--- src/rtl/debounce_pkg.sv ---
// debounce_pkg: shared types and constants for the debouncer.
//   state_t      - debouncer FSM state encoding (2 bits)
//   GLITCH_CNT_W - width of the optional glitch counter output
package debounce_pkg;

  typedef enum logic [1:0] {
    STABLE_LO = 2'd0,
    WAIT_HI   = 2'd1,
    STABLE_HI = 2'd2,
    WAIT_LO   = 2'd3
  } state_t;

  localparam int GLITCH_CNT_W = 8;

endpackage

--- src/rtl/debounce_sync_chain.sv ---
// sync_chain: multi-flop synchronizer for a single asynchronous bit.
// Reusable for any asynchronous input; output is the last flop of the chain.
//   clk  - sampling clock
//   rst  - synchronous active-high reset, clears the chain to 0
//   in   - asynchronous input
//   out  - synchronized level, SYNC_STAGES cycles behind in
module sync_chain #(
  parameter int SYNC_STAGES = 2
) (
  input  logic clk,
  input  logic rst,
  input  logic in,
  output logic out
);

  logic [SYNC_STAGES-1:0] chain;

  always_ff @(posedge clk) begin
    if (rst) chain <= '0;
    else     chain <= {chain[SYNC_STAGES-2:0], in};
  end

  assign out = chain[SYNC_STAGES-1];

endmodule

--- src/rtl/debounce.sv ---
// debounce: turns a raw, bouncy asynchronous input into a clean synchronous
// level. The input is synchronized, then an FSM requires the synchronized
// level to differ from out for DEBOUNCE_CYCLES consecutive cycles before out
// follows it. Any bounce during qualification abandons the candidate.
//   clk        - system clock
//   rst        - synchronous active-high reset
//   in         - raw asynchronous input
//   out        - debounced level (registered)
//   busy       - high while a candidate transition is being qualified
//   glitch_cnt - saturating count of abandoned candidates; present only
//                when DEBOUNCE_GLITCH_CNT_EN is defined
module debounce
  import debounce_pkg::*;
#(
  parameter int SYNC_STAGES     = 2,
  parameter int DEBOUNCE_CYCLES = 1000
) (
  input  logic clk,
  input  logic rst,
  input  logic in,
  output logic out,
  output logic busy
`ifdef DEBOUNCE_GLITCH_CNT_EN
  ,
  output logic [GLITCH_CNT_W-1:0] glitch_cnt
`endif
);

  localparam int CNT_W = $clog2(DEBOUNCE_CYCLES + 1);
  localparam logic [CNT_W-1:0] CNT_LAST = CNT_W'(DEBOUNCE_CYCLES - 1);

  logic             s;
  state_t           state;
  logic [CNT_W-1:0] cnt;

  sync_chain #(.SYNC_STAGES(SYNC_STAGES)) u_sync (
    .clk (clk),
    .rst (rst),
    .in  (in),
    .out (s)
  );

  // cnt counts cycles the candidate level has been seen, so entering a WAIT
  // state loads 1 and qualification fires when cnt reaches DEBOUNCE_CYCLES-1.
  always_ff @(posedge clk) begin
    if (rst) begin
      state <= STABLE_LO;
      cnt   <= '0;
      out   <= 1'b0;
      busy  <= 1'b0;
`ifdef DEBOUNCE_GLITCH_CNT_EN
      glitch_cnt <= '0;
`endif
    end else begin
      case (state)
        STABLE_LO: begin
          if (s) begin
            state <= WAIT_HI;
            cnt   <= CNT_W'(1);
            busy  <= 1'b1;
          end else begin
            cnt   <= '0;
            busy  <= 1'b0;
          end
        end
        WAIT_HI: begin
          if (!s) begin
            state <= STABLE_LO;
            cnt   <= '0;
            busy  <= 1'b0;
`ifdef DEBOUNCE_GLITCH_CNT_EN
            if (glitch_cnt != '1) glitch_cnt <= glitch_cnt + 1'b1;
`endif
          end else if (cnt == CNT_LAST) begin
            state <= STABLE_HI;
            out   <= 1'b1;
            cnt   <= '0;
            busy  <= 1'b0;
          end else begin
            cnt   <= cnt + CNT_W'(1);
          end
        end
        STABLE_HI: begin
          if (!s) begin
            state <= WAIT_LO;
            cnt   <= CNT_W'(1);
            busy  <= 1'b1;
          end else begin
            cnt   <= '0;
            busy  <= 1'b0;
          end
        end
        WAIT_LO: begin
          if (s) begin
            state <= STABLE_HI;
            cnt   <= '0;
            busy  <= 1'b0;
`ifdef DEBOUNCE_GLITCH_CNT_EN
            if (glitch_cnt != '1) glitch_cnt <= glitch_cnt + 1'b1;
`endif
          end else if (cnt == CNT_LAST) begin
            state <= STABLE_LO;
            out   <= 1'b0;
            cnt   <= '0;
            busy  <= 1'b0;
          end else begin
            cnt   <= cnt + CNT_W'(1);
          end
        end
        default: begin
          state <= STABLE_LO;
          cnt   <= '0;
          out   <= 1'b0;
          busy  <= 1'b0;
        end
      endcase
    end
  end

endmodule
--- config.mk ---
export PLATFORM = sky130hd
export DESIGN_NAME = debounce
export DESIGN_NICKNAME = d
export VERILOG_FILES = /design/src/rtl/debounce_pkg.sv /design/src/rtl/debounce_sync_chain.sv /design/src/rtl/debounce.sv
export SDC_FILE = /design/constraint.sdc
export NUM_CORES = 1
export LEC_CHECK = 0
export ABC_AREA = 1
export BUFFER_PORTS_ARGS = -buffer_cell sky130_fd_sc_hd__buf_2
export CAP_MARGIN = 20
export CORE_MARGIN = 3
export CORE_UTILIZATION = 25
export CTS_CLUSTER_DIAMETER = 80
export CTS_CLUSTER_SIZE = 30
export DETAILED_ROUTE_END_ITERATION = 7
export PLACE_DENSITY_LB_ADDON = 0.15
export SETUP_SLACK_MARGIN = 0.3
export SYNTH_ARGS = -nofsm -noshare
export SYNTH_HDL_FRONTEND = slang
export SYNTH_HIERARCHICAL = 1
export SYNTH_SLANG_ARGS = --single-unit
--- constraint.sdc ---
create_clock -name clk -period 1.3 [get_ports clk]
set_clock_uncertainty 0.15 [all_clocks]
set_input_delay 0.13 -clock clk [delete_from_list [all_inputs] [get_ports clk]]
set_output_delay 0.13 -clock clk [all_outputs]
set_load 0.01 [all_outputs]
==> results.py <==
metrics = {
    "run_status": {
        "status": "complete, but fails checks",
        "violations": "hold timing, setup timing",
    },
    "final_layout": {
        "layout-drive-gt1-share_pct": 45.8,
        "postLayoutCellArea_sq_um": 1080,
        "fillers": 300,
        "mostFrequentLayoutCell": "buf_4",
        "mostFrequentLayoutCells": "16 x buf_4, 14 x nor2_1, 12 x inv_1",
        "syn2layout_area_growth_pct": 44.2,
        "multi_input_gate_area_sq_um": 444,
        "seq_area_sq_um": 333,
        "antennaDiodeCount": 0,
        "final_net_count": 125,
    },
    "power_and_ir_drop": {
        "irDropWorstVdd_uv": 512,
        "cellLeakagePower_nw": 0.421,
        "pwr_density_cell_nw_per_um2": 971,
    },
    "critical_path": {
        "required_ps": 1330,
        "timing.setup.critical_path_class": "reg2reg",
        "ff2ff_path_depth": 7,
        "crit_path_max_incr_delay_ps": 370,
        "cp_top_family": "simple AND/OR/NAND/NOR gates",
        "crit_slowest_cell": "dfxtp_2",
        "worstReg2RegStart": "cnt[0]$_SDFF_PP0_",
        "endpoint_of_the_lowest_slack_register_to_register_path": "cnt[0]$_SDFF_PP0_",
        "reg2reg_slack_ps": -40,
        "critical_path_cell_count": 7,
        "worst_path_most_repeated_cell": "nand2_4",
        "cell_breakdown_of_the_critical_path": "ha_4 > nand2_4 > nor2_4 > nand3_4 > nand2_4 > o21ai_1 > and2_1",
        "critPathCaptureType": "flop",
        "crit_path_max_fanout": 5,
        "cp-endpoint": "cnt[0]$_SDFF_PP0_",
        "timing.critical_path.from_type": "flop",
        "critical_path_arrival_ps": 1370,
        "startpoint": "cnt[0]$_SDFF_PP0_",
        "cp_num_buf_inv": 0,
    },
    "floorplan": {
        "floorplan.core_area_sq_um": 2810,
        "fp.dieW_um": 60.7,
        "placementRows": 19,
        "floorplan.die.height_um": 60.7,
        "floorplan.initialDensity_pct": 26.6,
        "fp.dieArea_sq_um": 3680,
        "top_level_ports": 5,
    },
    "yosys": {
        "synthCells": 94,
        "synth_area_sq_um": 747,
        "yosys_cell_types": 19,
        "syn-num-nets": 98,
        "post_synth.cell_area_avg_sq_um": 7.95,
        "synthDominantAreaCellType": "dfxtp_1",
        "synth_warnings": 6,
        "netlist.area_leader.share_pct": 42.9,
        "synth-seq-cells": 16,
        "seq_area_frac_synth_pct": 42.9,
        "ys_top_cells_by_area": "dfxtp_1 43%, nor2_1 7.5%, inv_1 6.5%",
    },
    "clock_network": {
        "clk_latency_ps": 280,
        "tritoncts.num_buffers": 3,
        "ctsHtreeMaxLevel": 1,
        "cts.clk_slew.worst_paths_ps": 100,
        "cts_tree": "done",
        "clock_tree.root_cell": "clkbuf_4",
        "cts.path.max_buffers": 2,
        "tritoncts_num_sinks": 16,
    },
    "timing": {
        "final.hold.worst_slack_ps": -0.578,
        "setup_slack_ps": -40.2,
        "final-max-slew-violation-count": 0,
        "rsz0062_at_grt": "yes",
        "number_of_failing_hold_endpoints_at_the_final_stage": 1,
        "slew_hr_pct": 85.6,
        "setup_total_negative_slack_ps": -200,
        "min_period_over_period_pct": 103,
        "fmaxAchievable_ghz": 0.746,
        "timing.final.crit_period_ps": 1340,
        "worstMarginPinSlew_ps": 216,
        "setup_viol": 8,
    },
    "route": {
        "dr.first_iter.drc_count": 5,
        "routed-via-count": 649,
        "routed_wirelength_normalized_by_instance_count_um": 9.48,
        "post-route-drc-count": 0,
        "post_drt_antenna_nets": 0,
        "routed_wirelength_um": 1430,
        "drt-vias-per-instance": 4.30,
        "drt_pass1_iterations": 3,
    },
    "global_routing": {
        "pin_count_of_the_biggest_net_entering_global_routing": 10,
        "grt_util_all_layers_pct": 9.53,
        "antenna_found_initial": 0,
        "first_global_vias": 664,
        "global_route.overflow_total": 0,
        "grt_first_pass_wirelength_um": 2560,
    },
    "placement": {
        "place.detailed.hpwl_um": 1100,
        "buffer_ports.inserted": 4,
        "routabilityCongestion": 0.771,
        "placed_area_sq_um": 923,
    },
    "worst_hold_path": {
        "hold_class": "in2reg",
    },
    "flow_run": {
        "maxCapViolCount": 0,
    },
}
power by group:
group,internal [mW],switching (mW),total (mW)
combinational,0.0788,0.0834,0.162
clock,0.170,0.164,0.334
sequential,0.521,0.0288,0.550
total,0.770,0.276,1.05
state kept, by name (all words and copies together), names as in the netlist, named ones only:
name,flops
u_sync/chain,2
busy,1
state,1
out,1
cnt,10
what timing repair did:
item / CTS / global route
resized for setup: 6 / 14
hold buffers: 2 / 0
pin swaps: 1 / 3
endpoints found under the setup margin: 16 / 16
setup buffers: 1 / 3
hold endpoints to repair: 2 / 0
worst register-to-register path, delay by kind of cell, from the launching register on:
kind	cells	cell delay, ps
simple gates	5	530
fa+ha+maj	1	150
flops	1	370
compound gates	1	60
layout make-up:
type | instances | share of cell area (%)
Multi-Input combinational cell | 64 | 41.2
Inverter | 14 | 4.88
Sequential cell | 16 | 30.9
Clock buffer | 4 | 3.37
Tap cell | 31 | 3.60
Timing Repair Buffer | 22 | 16.0
worst min-delay path by stage:
stage	start	end	slack, ps	depth (start not counted)
3_5_place_dp	in	u_sync/chain[0]$_SDFF_PP0_	210	3
4_1_cts	rst	flop	3	4
3_3_place_gp	in	u_sync/chain[0]$_SDFF_PP0_	190	3
5_1_grt	rst	flop	2	4
6_report	rst	out$_SDFFE_PP0P_	-0.6	4
2_1_floorplan	rst	u_sync/chain[0]$_SDFF_PP0_	50	1
cells by family (layout without fill, tap and decap cells):
family                   Yosys count  after routing  synth area share (%)
buffers and inverters             14             40                  7.04
AO/OA/AOI/OAI                      9              9                  6.03
XOR/XNOR                           2              2                  2.35
flip-flops                        16             16                  42.9
AND/OR/NAND/NOR                   52             52                  40.0
adder cells (fa/ha/maj)            1              1                  1.67
per-layer routing:
metal  up-vias  part of all wire, %  wire (um)  global-route usage [%]
met5         -                    0          0                       0
met4         0                  1.6         23                    6.50
met3         2                  2.7         38                    1.91
met2         4                   51        727                    16.5
met1       297                   45        642                    10.4
li1        346                    -          -                       -
cells in the mapped netlist:
cell type and count:
nand3_1 5, nor2_4 2, nand3_4 2, ha_1 1
inv_1 13, nand2_2 3, nor2_2 5, o21ai_0 3
xnor2_1 1, dfxtp_1 16, nor3_1 3, nand2_1 12
a21oi_1 6, inv_2 1, nor2_1 15, and2_1 1
nand4_1 1, nor3b_2 3, xor2_1 1
through the flow:
step	hold WS, ps	worst slack [ps]	instances	power [mW]	utilization, %
2_1_floorplan	51.2	39.2	94	0.641	-
3_3_place_gp	188	-45.0	141	0.691	32.9
3_5_place_dp	207	-44.7	141	0.694	32.9
4_1_cts	3.26	-50.7	148	1.05	36.0
5_1_grt	2.19	-139	151	1.12	38.4
6_report	-0.578	-40.2	151	1.05	38.4
Power figures use the tool's default switching activity.
